### src/rtl/seq_det_ctrl.sv
// Programmable serial sequence-detection controller.
// Matches a runtime-configured 1..PAT_W bit pattern on a gated serial
// stream, counts Mealy match pulses and raises irq at a programmed threshold.
module seq_det_ctrl #(
    parameter int PAT_W = 8,
    parameter int LEN_W = 4,
    parameter int CNT_W = 8
) (
    input  logic             clk,
    input  logic             rst,
    input  logic             cfg_we,
    input  logic [PAT_W-1:0] cfg_pattern,
    input  logic [LEN_W-1:0] cfg_len,
    input  logic             cfg_overlap,
    input  logic [CNT_W-1:0] cfg_thresh,
    input  logic             start,
    input  logic             stop,
    input  logic             in_valid,
    input  logic             in,
    output logic             match,
    output logic [CNT_W-1:0] match_cnt,
    output logic             irq,
    output logic             busy,
    output logic             cfg_err,
    output logic [1:0]       state
);

    typedef enum logic [1:0] {
        IDLE  = 2'd0,
        ARMED = 2'd1,
        DONE  = 2'd2
    } state_t;

    localparam logic [LEN_W-1:0] MAX_LEN = LEN_W'(PAT_W);

    state_t             state_q, state_d;
    logic [PAT_W-1:0]   pattern_q, pattern_d;
    logic [LEN_W-1:0]   len_q, len_d;
    logic               overlap_q, overlap_d;
    logic [CNT_W-1:0]   thresh_q, thresh_d;
    logic [PAT_W-1:0]   history_q, history_d;
    logic [LEN_W-1:0]   fill_q, fill_d;
    logic [CNT_W-1:0]   cnt_q, cnt_d;
    logic               irq_q, irq_d;
    logic               cfg_err_q, cfg_err_d;

    logic               accept;
    logic               len_legal;
    logic [PAT_W-1:0]   mask;
    logic [PAT_W-1:0]   window;
    logic [CNT_W-1:0]   cnt_inc;

    // Mealy match: the incoming bit completes the window formed by the history.
    always_comb begin
        mask = '0;
        for (int i = 0; i < PAT_W; i++) begin
            mask[i] = (LEN_W'(i) < len_q);
        end
        window    = {history_q[PAT_W-2:0], in};
        accept    = (state_q == ARMED) && in_valid;
        len_legal = (len_q != '0) && (len_q <= MAX_LEN);
        match     = accept && (fill_q >= (len_q - 1'b1)) &&
                    (((window ^ pattern_q) & mask) == '0);
        cnt_inc   = (cnt_q == '1) ? cnt_q : cnt_q + 1'b1;
    end

    // Next-state, configuration, history and counter update.
    always_comb begin
        state_d   = state_q;
        pattern_d = pattern_q;
        len_d     = len_q;
        overlap_d = overlap_q;
        thresh_d  = thresh_q;
        history_d = history_q;
        fill_d    = fill_q;
        cnt_d     = cnt_q;
        irq_d     = irq_q;
        cfg_err_d = 1'b0;

        case (state_q)
            IDLE: begin
                if (cfg_we) begin
                    pattern_d = cfg_pattern;
                    len_d     = cfg_len;
                    overlap_d = cfg_overlap;
                    thresh_d  = cfg_thresh;
                end
                if (start && !stop) begin
                    if (len_legal) begin
                        state_d   = ARMED;
                        history_d = '0;
                        fill_d    = '0;
                        cnt_d     = '0;
                        irq_d     = 1'b0;
                    end else begin
                        cfg_err_d = 1'b1;
                    end
                end
            end
            ARMED: begin
                if (accept) begin
                    if (match && !overlap_q) begin
                        history_d = '0;
                        fill_d    = '0;
                    end else begin
                        history_d = window;
                        fill_d    = (fill_q < MAX_LEN) ? fill_q + 1'b1 : fill_q;
                    end
                end
                if (match) begin
                    cnt_d = cnt_inc;
                    if ((thresh_q != '0) && (cnt_q + 1'b1 == thresh_q)) begin
                        irq_d   = 1'b1;
                        state_d = DONE;
                    end
                end
                if (stop) begin
                    state_d = IDLE;
                end
            end
            DONE: begin
                if (stop) begin
                    state_d = IDLE;
                    irq_d   = 1'b0;
                end
            end
            default: begin
                state_d = IDLE;
            end
        endcase
    end

    // State and datapath registers with asynchronous active-low reset.
    always_ff @(posedge clk or negedge rst) begin
        if (!rst) begin
            state_q   <= IDLE;
            pattern_q <= '0;
            len_q     <= '0;
            overlap_q <= 1'b0;
            thresh_q  <= '0;
            history_q <= '0;
            fill_q    <= '0;
            cnt_q     <= '0;
            irq_q     <= 1'b0;
            cfg_err_q <= 1'b0;
        end else begin
            state_q   <= state_d;
            pattern_q <= pattern_d;
            len_q     <= len_d;
            overlap_q <= overlap_d;
            thresh_q  <= thresh_d;
            history_q <= history_d;
            fill_q    <= fill_d;
            cnt_q     <= cnt_d;
            irq_q     <= irq_d;
            cfg_err_q <= cfg_err_d;
        end
    end

    assign match_cnt = cnt_q;
    assign irq       = irq_q;
    assign busy      = (state_q == ARMED);
    assign cfg_err   = cfg_err_q;
    assign state     = state_q;

endmodule

### config.mk
export PLATFORM = sky130hd
export DESIGN_NAME = seq_det_ctrl
export DESIGN_NICKNAME = d
export VERILOG_FILES = /design/src/rtl/seq_det_ctrl.sv
export SDC_FILE = /design/constraint.sdc
export NUM_CORES = 1
export LEC_CHECK = 0
export CAP_MARGIN = 10
export CORE_ASPECT_RATIO = 0.5
export CORE_MARGIN = 10
export CORE_UTILIZATION = 53
export CTS_CLUSTER_DIAMETER = 50
export DETAILED_ROUTE_END_ITERATION = 7
export GPL_ROUTABILITY_DRIVEN = 0
export PLACE_DENSITY = 0.82
export SETUP_SLACK_MARGIN = 0.5
export SLEW_MARGIN = 15
export SYNTH_ARGS = -nofsm -noshare
export SYNTH_HDL_FRONTEND = slang
export SYNTH_SLANG_ARGS = --single-unit
### constraint.sdc
create_clock -name clk -period 2.9 [get_ports clk]
set_input_delay 0.29 -clock clk [delete_from_list [all_inputs] [get_ports clk]]
set_output_delay 0.29 -clock clk [all_outputs]
set_load 0.05 [all_outputs]
==> results.py, run 1 <==
metrics = {
    "power_and_ir_drop": {
        "internal-power_w": 0.00125,
        "p_seq_share_pct": 43.7,
        "power_density_mw_per_mm2": 599,
        "switching_share_pct": 35.6,
        "p_leak_nw": 1.37,
        "p_switching_w": 0.000693,
        "comb_power_share_pct": 35.4,
        "vdd_drop_max_mv": 0.302,
        "p_clk_share_pct": 20.9,
    },
    "timing": {
        "max_freq_ghz": 0.404,
        "period_share_pct": 85.4,
        "finalCriticalPeriod_ns": 2.48,
        "fin_setup_tns_ns": 0,
        "skew_ns": 0.00513,
        "rsz0062_at_grt": "true",
        "drv_slew": 0,
        "max_slew_margin_pct": 34.5,
        "tightestPinTransition_ns": 0.983,
        "hold_viol_final": 0,
        "setup_viol": 0,
    },
    "critical_path": {
        "arrival_ns": 2.19,
        "cp_max_fo": 4,
        "critical_path_class": "reg2out",
        "required_ns": 2.61,
        "cp-start-kind": "flop",
        "ff2ff_path_depth": 9,
        "endpoint_kind": "output port",
    },
    "drt": {
        "drc": 0,
        "drt_first_pass_iters": 5,
        "wirelength_um": 6420,
        "vias": 2096,
        "wl_per_cell_um": 18.1,
        "drtIter0Drc": 107,
        "ant_nets": 0,
        "vias_per_cell": 5.92,
    },
    "floorplan": {
        "start_util_pct": 56.0,
        "dieArea_mm2": 0.00810,
        "die_h_um": 68.8,
        "rows": 17,
        "die_w_um": 118,
        "pin_count": 42,
        "core_mm2": 0.00451,
    },
    "synthesis": {
        "ys_seq_elements": 44,
        "synth_area_per_cell_um2": 10.6,
        "syn_inst": 239,
        "synth_cell_types": 53,
        "synth_edf_count": 0,
        "yosysSeqAreaShare_pct": 43.6,
        "async_flop_share_pct": 100,
        "synth_flop_cell": "dfrtp_1",
        "yosysWarnings": 0,
        "synth_area_mm2": 0.00253,
        "synth_nets": 276,
    },
    "global_route": {
        "grtUsageTotal_pct": 15.5,
        "grt_remaining_overflow": 0,
        "antenna_found_initial": 0,
        "grt_pass1_wl_um": 10300,
        "grt_max_degree": 45,
        "grt_pass1_vias": 2133,
    },
    "clocking": {
        "tritoncts": "done",
        "clkTransAtPathRegs_ns": 0.09,
        "cts_buffer_depth": 2,
        "clock_latency_ns": 0.30,
        "clkSinkCount": 44,
        "htree_levels": 2,
        "cts_root_buf": "clkbuf_8",
        "hold_buffers": 0,
        "cts_made_buffers": 5,
    },
    "hold_path": {
        "hold_path_class": "in2async",
    },
    "final_layout": {
        "num_antenna_cells": 0,
        "nNetsFinal": 324,
        "syn_to_final_growth_pct": 28.4,
        "fill_cells": 320,
        "fin_cells": 354,
        "drive_gt1_share_pct": 22.2,
    },
    "placement": {
        "dp.cells": 337,
        "port_buffers": 41,
        "hpwl_um": 4460,
    },
    "job": {
        "max_cap_viol_count": 0,
    },
    "outcome": {
        "outcome": "completed",
    },
}
## cells by family after synthesis
logic type               count (synthesis)  synth area share, %
AND/OR/NAND/NOR                         59                 12.7
multiplexers                            21                 9.46
XOR/XNOR                                18                 6.24
adder cells (fa/ha/maj)                  9                 4.46
flip-flops                              44                 43.6
buffers and inverters                   22                 4.36
AO/OA/AOI/OAI                           66                 19.2
## synthesized netlist by cell type (2+ instances only)
library cell	instances	area share, %
nor2b_1	2	0.49
nor4_1	3	0.74
nor3_1	5	0.99
nand2_1	12	1.8
ha_1	9	4.5
nor3b_1	2	0.59
and3_1	3	0.74
o211ai_1	5	1.5
a21o_1	2	0.59
a22o_1	8	2.8
o21ba_1	2	0.79
xnor2_1	10	3.5
a21oi_1	10	2.0
buf_2	7	1.4
a41oi_1	3	1.0
xor2_1	8	2.8
nor2_1	9	1.3
nand3_1	8	1.6
or4_1	2	0.59
o21a_1	4	1.2
a31oi_1	4	0.99
inv_1	9	1.3
o41ai_1	2	0.69
buf_6	2	0.89
o221ai_1	2	0.69
dfrtp_1	44	44
mux2_2	19	8.5
o21ai_0	11	2.2
nand2b_1	7	1.7
clkbuf_1	2	0.30
## layout by cell type (no fill, tap or decap), drive strengths merged, types with 2 or more instances in the layout
master	netlist	routed
clkinv	1	2
o21ai	11	11
a31oi	4	4
buf	10	14
xnor2	10	10
nor3b	2	2
o21ba	2	2
nand3	9	9
clkbuf	2	7
a41oi	3	3
o21a	4	4
or4	2	2
inv	9	10
a22o	8	8
o41ai	2	2
xor2	8	8
a21oi	11	11
o221ai	2	2
nor2b	2	2
nand2	12	12
dfrtp	44	44
and3	3	3
nand2b	7	7
nor3	5	5
mux2	20	20
clkdlybuf4s50	0	38
nor2	9	9
ha	9	9
a211oi	2	2
o211ai	5	5
a21o	2	2
nor4	4	4
## per-layer routing
layer / wire length, um / vias up / track usage (%)
li1: - / 976 / -
met1: 2830 / 1041 / 18.9
met2: 3160 / 62 / 27.8
met3: 311 / 17 / 3.48
met4: 115 / 0 / 4.89
met5: 0 / - / 0
## registers in the layout, indices dropped and copies added (netlist names)
signal	cells
thresh_q	8
state	2
fill_q	4
irq	1
history_q	7
match_cnt	8
overlap_q	1
len_q	4
cfg_err	1
pattern_q	8
## worst paths after layout
kind | start | endpoint | slack, ns
max | len_q[1]$_DFFE_PN0P_ | match | 0.42
min | rst | pattern_q[5]$_DFFE_PN0P_ | 0.14
max reg2reg | len_q[1]$_DFFE_PN0P_ | history_q[4]$_DFFE_PN0P_ | 0.52
min reg2reg | irq$_DFFE_PN0P_ | irq$_DFFE_PN0P_ | 0.51
max in group asynchronous | rst | len_q[1]$_DFFE_PN0P_ | 2.10
min in group clk | irq$_DFFE_PN0P_ | irq$_DFFE_PN0P_ | 0.51
## what timing repair did
| action | CTS | global route |
|---|---|---|
| resized for setup | 10 | 18 |
| hold endpoints to repair | 0 | 0 |
| pin swaps | 1 | 11 |
| endpoints found under the setup margin | 21 | 20 |
| buffers inserted | 5 | 4 |
## worst max-delay path, stage by stage (launching register included)
cell       delay, ns
dfrtp_2         0.46
buf_6           0.14
ha_4            0.14
or3b_1          0.39
a21oi_2         0.16
a2bb2oi_2       0.21
nand3_4         0.15
inv_8           0.10
buf_12          0.13
## layout make-up
| type | count | area [um2] | area share [%] |
|---|---|---|---|
| Clock buffer | 6 | 82.6 | 2.54 |
| Timing Repair Buffer | 53 | 508 | 15.7 |
| Tap cell | 66 | 82.6 | 2.54 |
| Multi-Input combinational cell | 173 | 1420 | 43.6 |
| Sequential cell | 44 | 1100 | 34.0 |
| Clock inverter | 2 | 10.0 | 0.308 |
| Inverter | 10 | 45.0 | 1.39 |
## power by group through the flow
stage	sequential [W]	combinational, W	clock (W)
3_5_place_dp	0.000851	0.000604	0
3_3_place_gp	0.000842	0.000585	0
5_1_grt	0.000863	0.000758	0.000434
4_1_cts	0.000838	0.000651	0.000409
2_1_floorplan	0.000827	0.000446	0
6_report	0.000850	0.000688	0.000406
## through the flow
stage / worst slack (ns) / cell area, um2 / total power (W) / hold WS, ns / util [%]
3_3_place_gp: 0.421 / 2980 / 0.00143 / 0.483 / 66.1
4_1_cts: 0.413 / 3150 / 0.00190 / 0.183 / 69.8
6_report: 0.423 / 3250 / 0.00194 / 0.144 / 72.0
5_1_grt: 0.317 / 3250 / 0.00206 / 0.235 / 72.0
2_1_floorplan: 0.515 / 2530 / 0.00127 / -0.00559 / -
3_5_place_dp: 0.261 / 2980 / 0.00146 / 0.496 / 66.1
Power figures use the tool's default switching activity.
==> run 2: changes to the inputs <==
--- a/config.mk
+++ b/config.mk
@@ -5,10 +5,11 @@
 export SDC_FILE = /design/constraint.sdc
 export NUM_CORES = 1
 export LEC_CHECK = 0
+export ABC_AREA = 1
 export CAP_MARGIN = 10
 export CORE_ASPECT_RATIO = 0.5
 export CORE_MARGIN = 10
-export CORE_UTILIZATION = 53
+export CORE_UTILIZATION = 54
 export CTS_CLUSTER_DIAMETER = 50
 export DETAILED_ROUTE_END_ITERATION = 7
 export GPL_ROUTABILITY_DRIVEN = 0
==> results.py, run 2 <==
metrics = {
    "synthesis": {
        "yosysSeqAreaShare_pct": 42.0,
        "synth_area_mm2": 0.00262,
        "synth_area_per_cell_um2": 7.45,
        "synth_cell_types": 30,
        "synth_edf_count": 0,
        "post-synth-top-count-cell": "nand2_1",
        "syn_inst": 352,
        "yosysWarnings": 0,
        "yosys-top-cells-area": "dfrtp_1 (42%), nand2_1 (14%), inv_1 (6.6%)",
        "synthAdderAreaFrac_pct": 4.29,
        "synth_top_area_share_pct": 42.0,
        "synth_compound_area_share_pct": 6.72,
        "synthXorXnorAreaFrac_pct": 1.00,
        "synthMuxAreaShare_pct": 4.29,
        "synth.largest_area_cell": "dfrtp_1",
        "async_flop_share_pct": 100,
        "synth_common_cells": "nand2_1 (100), inv_1 (46), dfrtp_1 (44), nor2_1 (44), nand3_1 (33)",
        "synthSimpleGateAreaFrac_pct": 32.6,
        "synth_top_family_by_area": "simple AND/OR/NAND/NOR gates",
        "synth_flop_cell": "dfrtp_1",
        "synth_nets": 389,
        "ys_seq_elements": 44,
    },
    "final_layout": {
        "drive_gt1_share_pct": 11.1,
        "num_antenna_cells": 0,
        "fill_cells": 352,
        "mostFrequentLayoutCell": "nand2_1",
        "fin_cells": 463,
        "syn_to_final_growth_pct": 25.3,
        "nNetsFinal": 433,
        "mostFrequentLayoutCells": "nand2_1 (99), nor2_1 (44), dfrtp_1 (44), inv_1 (40), clkdlybuf4s50_1 (38)",
    },
    "drt": {
        "ant_nets": 0,
        "drtIter0Drc": 164,
        "drc": 0,
        "drt_first_pass_iters": 4,
        "wl_per_cell_um": 14.4,
        "wirelength_um": 6690,
        "vias_per_cell": 5.29,
        "vias": 2448,
    },
    "placement": {
        "dp.cells": 452,
        "port_buffers": 41,
        "hpwl_um": 4960,
    },
    "timing": {
        "hold_viol_final": 0,
        "max_freq_ghz": 0.423,
        "finalCriticalPeriod_ns": 2.36,
        "skew_ns": 0.00515,
        "tightestPinTransition_ns": 0.982,
        "fin_setup_tns_ns": 0,
        "rsz0062_at_grt": "true",
        "period_share_pct": 81.5,
        "hold_slack_ns": 0.151,
        "setup_viol": 0,
        "drv_slew": 0,
        "max_slew_margin_pct": 34.5,
    },
    "global_route": {
        "antenna_found_initial": 0,
        "grtUsageTotal_pct": 15.8,
        "grt_pass1_vias": 2436,
        "grt_remaining_overflow": 0,
        "grt_max_degree": 45,
        "grt_pass1_wl_um": 11200,
    },
    "floorplan": {
        "rows": 17,
        "pin_count": 42,
        "dieArea_mm2": 0.00822,
        "die_w_um": 119,
        "start_util_pct": 57.6,
        "die_h_um": 69.3,
        "core_mm2": 0.00455,
    },
    "power_and_ir_drop": {
        "power_density_mw_per_mm2": 1050,
        "vdd_drop_max_mv": 0.545,
        "p_leak_nw": 1.64,
    },
    "critical_path": {
        "cp_max_fo": 4,
        "arrival_ns": 2.07,
        "ff2ff_path_depth": 16,
        "r2r_start": "len_q[2]$_DFFE_PN0P_",
        "cp-start-kind": "flop",
        "required_ns": 2.61,
        "critical_path_class": "reg2out",
        "endpoint_kind": "output port",
        "r2r_slack_ns": 0.63,
        "timing.rr.end": "history_q[2]$_DFFE_PN0P_",
    },
    "clocking": {
        "tritoncts": "done",
        "hold_buffers": 0,
        "cts_buffer_depth": 2,
        "cts_made_buffers": 5,
        "clkSinkCount": 44,
        "clkTransAtPathRegs_ns": 0.08,
        "clock_latency_ns": 0.29,
        "htree_levels": 2,
        "cts_root_buf": "clkbuf_8",
    },
    "hold_path": {
        "hold_path_class": "in2async",
    },
    "outcome": {
        "outcome": "completed",
    },
    "job": {
        "max_cap_viol_count": 0,
    },
}
## run 2: changes by cell type after synthesis, sizes merged, moves of 8 or more
| cell | delta |
|---|---|
| nand2 | +90 |
| inv | +38 |
| nor2 | +38 |
| nand3 | +27 |
| mux2 | -10 |
| a22o | -8 |
| xnor2 | -8 |
## run 2: logic make-up after synthesis
group | count (synthesis)
adder cells (fa/ha/maj) | 9
flip-flops | 44
XOR/XNOR | 3
AND/OR/NAND/NOR | 198
buffers and inverters | 55
multiplexers | 10
AO/OA/AOI/OAI | 33
## run 2: critical path, cell delays in order, from the launching register on
cell and delay (ns):
dfrtp_1 0.44, inv_2 0.11, nand3_2 0.10, xor2_1 0.14, inv_1 0.09, ha_4 0.28, nand2_2 0.05, inv_2 0.04
nand2_1 0.04, nand3_1 0.06, nand2_1 0.06, inv_2 0.06, nand3_4 0.09, inv_4 0.09, buf_8 0.14
## run 2: what timing repair did
action / CTS / global route
resized for setup: 5 / 11
pin swaps: 0 / 3
setup buffers: 0 / 3
setup endpoints to repair: 5 / 16
gates cloned: 0 / 0
## run 2: where the power goes
part	internal [W]	switching, W
logic	0.000632	0.00107
registers	0.000851	0.000235
clock network	0.000431	0.000219
total	0.00191	0.00152
## run 2: worst max path at each step
stage	startpoint	to	cells past startpoint	slack (ns)
3_3_place_gp	len_q[0]$_DFFE_PN0P_	match_cnt[6]$_DFFE_PN0P_	15	0.61
5_1_grt	len_q[2]$_DFFE_PN0P_	match	14	0.42
2_1_floorplan	len_q[0]$_DFFE_PN0P_	state[0]$_DFFE_PN0P_	15	0.72
3_5_place_dp	len_q[0]$_DFFE_PN0P_	match_cnt[6]$_DFFE_PN0P_	15	0.47
4_1_cts	len_q[1]$_DFFE_PN0P_	match	14	0.47
6_report	len_q[2]$_DFFE_PN0P_	match	14	0.54
## run 2: final cells by class
class                           instances  area, um2  share of cell area, %
Sequential cell                        44       1100                   33.5
Inverter                               47        179                   5.44
Clock buffer                            5       68.8                   2.09
Timing Repair Buffer                   45        439                   13.4
Tap cell                               66       82.6                   2.51
Multi-Input combinational cell        253       1330                   40.4
Clock inverter                          3       90.1                   2.74
## run 2: metrics by stage
stage	util [%]	total power, W	setup WS [ns]	area, um2
2_1_floorplan	-	0.00227	0.718	2620
4_1_cts	70.7	0.00334	0.466	3220
3_5_place_dp	67.1	0.00267	0.474	3050
6_report	72.2	0.00343	0.537	3290
5_1_grt	72.2	0.00372	0.423	3290
3_3_place_gp	67.1	0.00257	0.611	3050
## run 2: per-layer routing
layer  global-route usage [%]  vias to the layer above  share of wire (%)
met1                     18.2                     1178                 42
li1                         -                     1211                  -
met4                     4.13                        0                1.0
met5                        0                        -                  0
met3                     3.48                        6                4.9
met2                     28.8                       53                 52
